### config.mk
export PLATFORM = sky130hd
export DESIGN_NAME = fifo_stream_drain
export DESIGN_NICKNAME = d
export VERILOG_FILES = /design/src/rtl/fifo_stream_drain.sv
export SDC_FILE = /design/constraint.sdc
export NUM_CORES = 1
export LEC_CHECK = 0
export ABC_AREA = 0
export CELL_PAD_IN_SITES_DETAIL_PLACEMENT = 0
export CELL_PAD_IN_SITES_GLOBAL_PLACEMENT = 1
export CORE_ASPECT_RATIO = 0.6
export CORE_MARGIN = 4
export CORE_UTILIZATION = 46
export DETAILED_ROUTE_END_ITERATION = 10
export PLACE_DENSITY = 0.9
export SYNTH_ARGS = -nofsm -noshare
export SYNTH_HDL_FRONTEND = slang
export SYNTH_SLANG_ARGS = --single-unit
### constraint.sdc
create_clock -name clk -period 2.2 [get_ports clk]
set_input_delay 0.44 -clock clk [delete_from_list [all_inputs] [get_ports clk]]
set_output_delay 0.44 -clock clk [all_outputs]
set_load 0.03 [all_outputs]
### src/rtl/fifo_stream_drain.sv
// Read-side drain stage for a synchronous FIFO with one-cycle registered read data.
// Issues FIFO reads, absorbs the read latency in a 3-entry buffer and presents
// words on a valid/ready stream at up to one word per clock.
module fifo_stream_drain #(
  parameter int unsigned DATA_W = 8,
  parameter int unsigned CNT_W  = 16
) (
  input  logic              clk,
  input  logic              rst_n,
  input  logic              drain_en,
  input  logic              fifo_empty,
  input  logic [DATA_W-1:0] fifo_data_out,
  output logic              fifo_rd_en,
  output logic              m_valid,
  input  logic              m_ready,
  output logic [DATA_W-1:0] m_data,
  output logic [1:0]        buf_occ,
  output logic [CNT_W-1:0]  xfer_cnt
);

  localparam int unsigned DEPTH = 3;
  localparam int unsigned PTR_W = 2;

  logic [DATA_W-1:0] buf_mem [DEPTH];
  logic [PTR_W-1:0]  wr_ptr;
  logic [PTR_W-1:0]  rd_ptr;
  logic [1:0]        occ;
  logic              inflight;
  logic              cap;
  logic              pop;

  // Pointers count 0,1,2,0 around the 3-entry buffer.
  function automatic logic [PTR_W-1:0] ptr_next(input logic [PTR_W-1:0] p);
    return (p == PTR_W'(DEPTH - 1)) ? PTR_W'(0) : p + PTR_W'(1);
  endfunction

  // Read only when a slot is reserved for every word in flight; independent of m_ready.
  assign fifo_rd_en = rst_n && drain_en && !fifo_empty &&
                      ((3'(occ) + 3'(inflight)) < 3'(DEPTH));

  assign cap     = inflight;
  assign m_valid = (occ != 2'd0);
  assign pop     = m_valid && m_ready;
  assign m_data  = buf_mem[rd_ptr];
  assign buf_occ = occ;

  // Buffer storage, pointers, occupancy and transfer counter.
  always_ff @(posedge clk) begin
    if (!rst_n) begin
      wr_ptr     <= '0;
      rd_ptr     <= '0;
      occ        <= '0;
      inflight   <= 1'b0;
      xfer_cnt   <= '0;
      buf_mem[0] <= '0;
      buf_mem[1] <= '0;
      buf_mem[2] <= '0;
    end else begin
      inflight <= fifo_rd_en;
      if (cap) begin
        buf_mem[wr_ptr] <= fifo_data_out;
        wr_ptr          <= ptr_next(wr_ptr);
      end
      if (pop) begin
        rd_ptr   <= ptr_next(rd_ptr);
        xfer_cnt <= xfer_cnt + CNT_W'(1);
      end
      case ({cap, pop})
        2'b10:   occ <= occ + 2'd1;
        2'b01:   occ <= occ - 2'd1;
        default: occ <= occ;
      endcase
    end
  end

endmodule

Yosys cells after proc, flatten, opt, wreduce, memory -nomap -nowiden:

Memory sizes are Yosys's and may differ from the RTL's. A register that Yosys moved wholly into a read port is not among the register bits.
Index checks and enable logic that the tools add are counted.

* register bits: 23
* bits in writable memories: 24
* bits of input ports: 13
* memories: 1

Memories
* buf_mem: words 3, width 8, read ports 1, clocked after Yosys merged registers in 1, wr ports 3, line 24 `logic [DATA_W-1:0] buf_mem [DEPTH];`

* add/subtract/negate cells: 6
* magnitude comparators: 1
* equal/unequal tests: 4
* multiplexer cells: 12
* reduce and logical (&&, ||, !) cells: 8

Operators by type and width (count)
* adder 16 x 1 -> 16 bit (second input constant): 1
* 2-to-1 mux 2 bit: 5
* 2-to-1 mux 8 bit: 1
* OR reduction 8 bit: 1
* adder 2 x 1 -> 2 bit (second input constant): 3
* == test 2 bit (second input constant): 3
* 2-to-1 mux 1 bit: 5
* logical AND 1 bit: 4
* case mux 2 bit (2 select lines): 1
* nonzero test 2 bit: 2
* adder 2 x 1 -> 3 bit: 1
* < comparator 3 x 2 -> 1 bit (second input constant): 1
* == test 2 x 1 -> 1 bit (second input constant): 1
* subtractor 2 x 1 -> 2 bit (second input constant): 1
* logical NOT 1 bit: 1

Depth between registers and ports, before layout:

Gate-level depths: netlist (run 1).

* word-level depth: 5
* gate-level depth with buffers: 6

Least setup slack after synthesis (run 1):

OpenSTA, ideal clock, no wires.

* kind: register to output
* start: reg occ[0] (netlist: buf_occ[0])
* end: out fifo_rd_en
* arrival: 2.700 ns
* path slack: -0.940 ns
* stages on the path, launching flop included: 4
* cells stage by stage: dfxtp_1 ha_1 ha_1 a2111oi_0

* longest elaborated chain between the ends: 3

RTL lines
* from (decl): line 27 `logic [1:0] occ;`
* from (signal assigned): line 69 `2'b10: occ <= occ + 2'd1;`
* from (signal assigned): line 70 `2'b01: occ <= occ - 2'd1;`
* adder 2 x 1 -> 3 bit: line 39 `((3'(occ) + 3'(inflight)) < 3'(DEPTH));`
* < comparator 3 x 2 -> 1 bit: line 39
* logical AND 1 bit: line 38 `assign fifo_rd_en = rst_n && drain_en && !fifo_empty &&`
* to (decl): line 13 `output logic fifo_rd_en,`

Every way passes these cells.

Final worst setup path (run 1):

* start: reg occ[0] (netlist: buf_occ[0])
* end: out m_valid

* longest elaborated chain between the ends: 1

RTL lines
* nonzero test 2 bit: line 42 `assign m_valid = (occ != 2'd0);`
* to (decl): line 14 `output logic m_valid,`

Every way passes these cells.

==> impl_summary.txt, run 1 <==
----------------------------------------------------
[Global routing]
  Via count of the first global-routing pass ... 1574
  Global-route usage over all layers ... 16.5%
  Maximum number of pins on one net before global-route repair ... 16
  Number of antenna violations at the first check in global routing ... 0
  Wire length of the first global-routing pass ... 8.06 mm
  Aggregate global routing overflow ... 0

[Timing]
  Max-slew violation count ... 0
  Setup violators final ... 0
  Worst slew pin tran ... 0.443 ns
  Hold Worst Slack ... 0.473 ns
  Fmax ... 0.475 GHz
  Setup repair after global routing missed its margin ... no
  Slew margin rel. ... 69.7%
  Part of the cycle the worst path needs ... 95.6%
  Sum of negative setup slack ... 0 ns
  Maximum clock skew at final layout ... 0.00582 ns
  Final Hold Fails ... 0
  Final critical path time including I/O delays and setup ... 2.10 ns

[Logic synthesis]
  Synth unique cells ... 33
  Post-Syn Area ... 2490 sq um
  Most used flip-flop cell after synthesis ... edfxtp_1
  Gate count of the mapped netlist ... 197
  Flip-flop and latch count after synthesis ... 57
  Post-synthesis sequential area ratio ... 58.6%
  Top post-synthesis cells by area ... edfxtp_1 (39%), dfxtp_1 (20%), mux4_2 (7.2%)
  Number of flops mapped to enable cells by yosys ... 32
  Top post-synthesis cells by count ... edfxtp_1 (32), dfxtp_1 (25), and2_1 (24), nor2_1 (20), nand2_1 (12)
  Post-synth ARST share ... 0%
  Average size of a mapped cell ... 12.7 sq um
  Post-Synthesis Net Count ... 214
  Cell type with the highest aggregate area in the netlist ... edfxtp_1
  Area share of the largest cell type after synthesis ... 38.6%
  Synth warnings ... 0
  Most repeated cell in the gate-level netlist after synthesis ... edfxtp_1

[Drt]
  Routed wire per std cell ... 15.2 um
  Detailed-routing iteration count for the pre-antenna-repair pass ... 4
  Initial detailed-routing violation count ... 67
  Total routed wirelength ... 4.97 mm
  Via count of the routed design ... 1656
  Antenna Violating Nets Remaining ... 0
  Vias per inst ... 5.06
  DRC violations left ... 0

[Final layout]
  Area growth from synthesis to final layout ... 31.6%
  Proportion of layout cells with a drive suffix above 1 ... 19.5%
  Post-route cell area ... 3280 sq um
  Diodes inserted ... 0
  Final net count ... 273
  Fill count ... 398
  Final non-filler cell total ... 327

[Clock tree]
  TritonCTS Sinks ... 57
  Clock buffers created by TritonCTS ... 9
  Count of H-tree levels built during CTS ... 3
  Clock latency of the later-clocked register in the worst-skew pair ... 0.33 ns
  CTS tree ... yes
  Clock-pin transition on the worst setup and hold timing paths ... 0.06 ns
  Quantity of hold-fixing buffers added after cts ... 0
  Buffer type at the clock tree root ... clkbuf_8
  Setup Fix Bufs, Post-CTS ... 0
  Maximum count of clock buffers along a single path ... 2

[Setup path]
  Required arrival time at the worst endpoint ... 1.76 ns
  Critical path endpoint category ... output port
  Crit path launch type ... flip-flop
  Worst-case reg-to-reg path depth ... 5
  Maximum net fanout on the critical path ... 6
  CP arrival ... 1.66 ns
  Worst Setup Path Type ... flip-flop to output port

[Power]
  P_leak ... 0.00122 uW
  Internal Dissipation ... 2070 uW
  Proportion of power drawn by the clock network ... 42.4%
  Net Sw Power ... 628 uW
  Worst voltage drop across the vdd grid ... 473 uV
  Fraction of power spent switching nets ... 23.3%
  Share of power burned in combinational logic ... 13.4%
  Cell Pwr Density ... 823 nW/um^2
  Part of the power in registers ... 44.2%

[Run status]
  Run status ... finished clean

[Place]
  Area of placed instances ... 3060 sq um
  DP Wirelength ... 3.68 mm
  Placed insts ... 311
  Last weighted congestion value of the routability-driven placer ... 0.804
  Total of buffers placed on input and output ports ... 40

[Die]
  Starting density of the core ... 48.3%
  Overall die width ... 103 um
  Full die area ... 6700 sq um
  Floorplan core area ... 5150 sq um
  Number of placement rows ... 20
  Number of I/O pins ... 41
  Chip height ... 65.0 um

[Worst hold path]
  Path category of the worst min-delay check ... flip-flop to flip-flop
  Cell depth of the worst hold path ... 2

[Flow run]
  Total of max-cap violations ... 0

----------------------------------------------------
[sequential cells by signal, summed over array words and instances, names as in the netlist, named ones only]
register	flops
wr_ptr	2
rd_ptr	2
buf_mem	32
cap	1
xfer_cnt	16
buf_occ	2
[cell type report]
type                    count  area (sq um)  area share (%)
clock inverters             6           106            3.24
inverters                   6          22.5           0.687
clock buffers              10           128            3.89
repair buffers             53           467            14.2
multi-input cells         129          1010            30.8
flip-flops and latches     57          1460            44.6
well taps                  66          82.6            2.52
[routing by layer]
| layer | track usage, % | up-vias | routed length, um |
|---|---|---|---|
| met3 | 4.52 | 7 | 250 |
| li1 | - | 823 | - |
| met5 | 0 | - | 0 |
| met1 | 23.4 | 790 | 2530 |
| met4 | 7.75 | 0 | 74 |
| met2 | 23.2 | 36 | 2110 |
[power groups by stage]
stage                     combinational, uW  clock [uW]  sequential, uW
after floorplan                         206           0            1230
after global placement                  372           0            1210
after detailed placement                379           0            1210
after CTS                               367        1170            1190
after global routing                    391        1220            1200
final                                   362        1140            1190
[what timing repair did]
item,CTS,global route
pin swaps,0,0
gates resized for setup,8,12
endpoints found under the setup margin,8,6
[final timing paths]
path              slack, ns                 startpoint                        end
setup / recovery        0.1    buf_occ[0]$_SDFFE_PN0P_                    m_valid
hold / removal         0.47  xfer_cnt[15]$_SDFFE_PN0N_  xfer_cnt[15]$_SDFFE_PN0N_
setup reg to reg       0.61   xfer_cnt[0]$_SDFFE_PN0N_  xfer_cnt[12]$_SDFFE_PN0N_
hold reg to reg        0.47  xfer_cnt[15]$_SDFFE_PN0N_  xfer_cnt[15]$_SDFFE_PN0N_
[cells in the final DEF, fill, tap and decap left out, types with 3 or more instances in the layout]
master / count
mux4_2: 8
xor2_1: 3
xnor2_1: 11
clkbuf_8: 9
clkbuf_2: 5
a21oi_1: 6
ha_1: 3
nand3_1: 7
nor2_1: 20
inv_1: 5
edfxtp_1: 32
bufinv_16: 3
nand2_1: 12
nand2b_1: 5
dlygate4sd2_1: 3
clkdlybuf4s50_1: 31
dfxtp_1: 24
mux2i_1: 3
buf_4: 14
and2_1: 24
nor3_1: 8
[through the flow]
step	total power, uW	utilization (%)	worst slack [ns]
3_5_place_dp	1590	59.4	0.163
4_1_cts	2730	63.7	0.0148
3_3_place_gp	1580	59.4	0.195
5_1_grt	2810	63.6	0.00351
6_report	2700	63.6	0.0968
2_1_floorplan	1440	-	0.0483
[cell families after synthesis]
kind of cell	Yosys count	share of synthesized area (%)
mux	11	8.43
compound gates	12	3.72
buf+inv	11	2.06
xor+xnor	14	4.92
flops	57	58.6
fa+ha+maj	4	2.01
simple gates	88	20.2
[worst max-delay path, stage by stage (launching register included)]
cell and delay, ns:
dfxtp_1 0.31, buf_4 0.16, or2_2 0.27, clkdlybuf4s50_1 0.59
Power figures use the tool's default switching activity.
==> inputs of run 2 (changes only) <==
CTS_CLUSTER_SIZE = 30   (was not set)
==> results of run 2 <==
No change in the layout: final DEF, timing and power equal those of run 1.
==> inputs of run 3 (changes only) <==
SKIP_CTS_REPAIR_TIMING = 1   (was not set)
==> run 3 against run 2 <==
  * Count of clock-buffer cells in the layout did not move
  * Largest cell class unchanged
  * Highest routed layer unchanged
  * Worst setup slack better by 0.0020 ns
  * Fmax is essentially flat
  * Via count is 0.18% higher
  * Core utilization is 0.97 points higher
==> impl_summary.txt, run 3 (synthesis results as in run 1) <==
----------------------------------------------------
[Die]
  Number of I/O pins ... 41 (unchanged)
  Number of placement rows ... 20 (unchanged)
  Starting density of the core ... 48.3% (unchanged)
  Chip height ... 65.0 um (unchanged)
  Overall die width ... 103 um (unchanged)
  Floorplan core area ... 5150 sq um (unchanged)
  Full die area ... 6700 sq um (unchanged)

[Setup path]
  Critical path's top delay family ... buffers and inverters
  Buffer and inverter count on the worst path ... 2 (unchanged)
  Cell at the slowest stage of the critical path ... clkdlybuf4s50_1
  Maximum net fanout on the critical path ... 6 (unchanged)
  Reg2Reg Setup Slack ... 0.60 ns (about the same)
  Reg2Reg Capture Point ... xfer_cnt[12]$_SDFFE_PN0N_
  Origin of the critical flop-to-flop path ... xfer_cnt[0]$_SDFFE_PN0N_
  Critical path endpoint category ... output port
  Crit-path cells ... buf_4 -> or2_2 -> clkdlybuf4s50_1
  Crit path launch type ... flip-flop
  Worst Setup Path Type ... flip-flop to output port
  Required arrival time at the worst endpoint ... 1.76 ns (about the same)
  Worst-case reg-to-reg path depth ... 5 (unchanged)
  Max incr delay on CP ... 0.59 ns (about the same)
  CP arrival ... 1.66 ns (about the same)

[Clock tree]
  Maximum count of clock buffers along a single path ... 2 (unchanged)
  TritonCTS Sinks ... 57 (unchanged)
  Count of H-tree levels built during CTS ... 3 (unchanged)
  Clock latency of the later-clocked register in the worst-skew pair ... 0.33 ns (about the same)
  Clock buffers created by TritonCTS ... 9 (unchanged)
  Clock-pin transition on the worst setup and hold timing paths ... 0.06 ns (about the same)
  Buffer type at the clock tree root ... clkbuf_8
  CTS tree ... yes

[Final layout]
  Number of flip-flops under the largest register name ... 32 (unchanged)
  Reg area ... 1460 sq um (about the same)
  Proportion of layout cells with a drive suffix above 1 ... 18.0% (-1.5 points)
  Final net count ... 273 (unchanged)
  Diodes inserted ... 0 (unchanged)
  Largest registers ... buf_mem: 32 flops, xfer_cnt: 16 flops
  Highest-count cells in the layout ignoring fill and taps ... edfxtp_1 (32), clkdlybuf4s50_1 (31), and2_1 (24)
  Fill count ... 388 (-2.5%)
  Area growth from synthesis to final layout ... 33.6%
  Most common cell after layout, fill and taps aside ... edfxtp_1
  Area used by multi-input combinational logic ... 1010 sq um (unchanged)
  Largest register by flop count ... buf_mem

[Power]
  Worst voltage drop across the vdd grid ... 474 uV (+0.16%)
  P_leak ... 0.00131 uW (+7.3%)
  Cell Pwr Density ... 815 nW/um^2 (-0.93%)

[Flow run]
  Total of max-cap violations ... 0 (unchanged)

[Global routing]
  Wire length of the first global-routing pass ... 8.07 mm (+0.17%)
  Maximum number of pins on one net before global-route repair ... 16 (unchanged)
  Number of antenna violations at the first check in global routing ... 0 (unchanged)
  Global-route usage over all layers ... 16.5% (+0.023 points)
  Aggregate global routing overflow ... 0 (unchanged)
  Via count of the first global-routing pass ... 1575 (+0.064%)

[Place]
  Last weighted congestion value of the routability-driven placer ... 0.804 (unchanged)
  DP Worst Slack ... 0.163 ns (unchanged)
  Total of buffers placed on input and output ports ... 40 (unchanged)
  DP Wirelength ... 3.68 mm (unchanged)

[Drt]
  DRC violations left ... 0 (unchanged)
  Via count of the routed design ... 1659 (+0.18%)
  Antenna Violating Nets Remaining ... 0 (unchanged)
  Vias per inst ... 5.07 (+0.18%)
  Detailed-routing iteration count for the pre-antenna-repair pass ... 4 (unchanged)
  Routed wire per std cell ... 15.4 um (+1.3%)
  Initial detailed-routing violation count ... 79 (+18%)
  Total routed wirelength ... 5.04 mm (+1.3%)

[Timing]
  Setup slack after layout ... 0.0988 ns (+0.00198 ns)
  Part of the cycle the worst path needs ... 95.5% (about the same)
  Final critical path time including I/O delays and setup ... 2.10 ns (-0.00198 ns)
  Maximum clock skew at final layout ... 0.00567 ns (-0.000154 ns)
  Final Hold Fails ... 0 (unchanged)
  Sum of negative setup slack ... 0 ns (unchanged)
  Setup violators final ... 0 (unchanged)
  Hold Worst Slack ... 0.473 ns (+0.000107 ns)
  Setup repair after global routing missed its margin ... no
  Worst slew pin tran ... 0.442 ns (-0.00117 ns)
  Fmax ... 0.476 GHz (about the same)
  Slew margin rel. ... 69.8% (+0.080 points)
  Max-slew violation count ... 0 (unchanged)

[Worst hold path]
  Path category of the worst min-delay check ... flip-flop to flip-flop
  Worst hold path startpoint ... xfer_cnt[15]$_SDFFE_PN0N_
  Min-Delay Endpoint ... xfer_cnt[15]$_SDFFE_PN0N_
  Cell depth of the worst hold path ... 2 (unchanged)

[Run status]
  Run status ... finished clean

----------------------------------------------------
run 3: cell types whose count changed in the layout (fill, tap and decap cells not counted):
cell / previous run / this run
clkbuf_2: 5 / 0
dfxtp_1: 24 / 23
dfxtp_2: 1 / 2
dlygate4sd2_1: 3 / 0
dlymetal6s2s_1: 0 / 8
run 3: cell type report:
cell class	count	share of cell area (%)
tap	66	2.48
inverter	6	0.676
sequential	57	44.0
clock inverter	6	3.19
multi-input combinational	129	30.4
timing repair buffer	53	15.5
clock buffer	10	3.83
run 3: through the flow:
stage	total power [uW]	cells	utilization (%)	area, sq um
2_1_floorplan	1440	197	-	2510
3_3_place_gp	1580	311	59.4	3060
3_5_place_dp	1590	311	59.4	3060
4_1_cts	2740	327	63.9	3290
5_1_grt	2820	327	64.6	3330
6_report	2710	327	64.6	3330
run 3: worst max path at each step:
stage                       startpoint          to  slack (ns)  cells after the start
3_3_place_gp                 flip-flop   m_data[1]        0.19                      3
3_5_place_dp                 flip-flop   m_data[1]        0.16                      3
4_1_cts                      flip-flop   m_data[3]       -0.22                      3
2_1_floorplan  buf_occ[0]$_SDFFE_PN0P_  fifo_rd_en        0.05                      3
6_report       buf_occ[0]$_SDFFE_PN0P_     m_valid         0.1                      3
5_1_grt                 cap$_SDFF_PN0_  fifo_rd_en       0.004                      4
run 3: power breakdown:
part | internal, uW | total, uW | switching, uW
clock network | 746 | 1150 | 400
logic | 176 | 376 | 200
registers | 1160 | 1190 | 30.1
total | 2080 | 2710 | 630
run 3: tightest hold or removal path, stage by stage (launching register included):
cell and delay [ns]:
dfxtp_1 0.32, nand2_1 0.05, mux2i_1 0.05
run 3: metal layers:
layer	vias up	GRT usage, %	routed length [um]
met4	0	7.75	33
met5	-	0	0
met1	797	23.5	2520
met2	36	23.2	2200
li1	824	-	-
met3	2	4.52	282
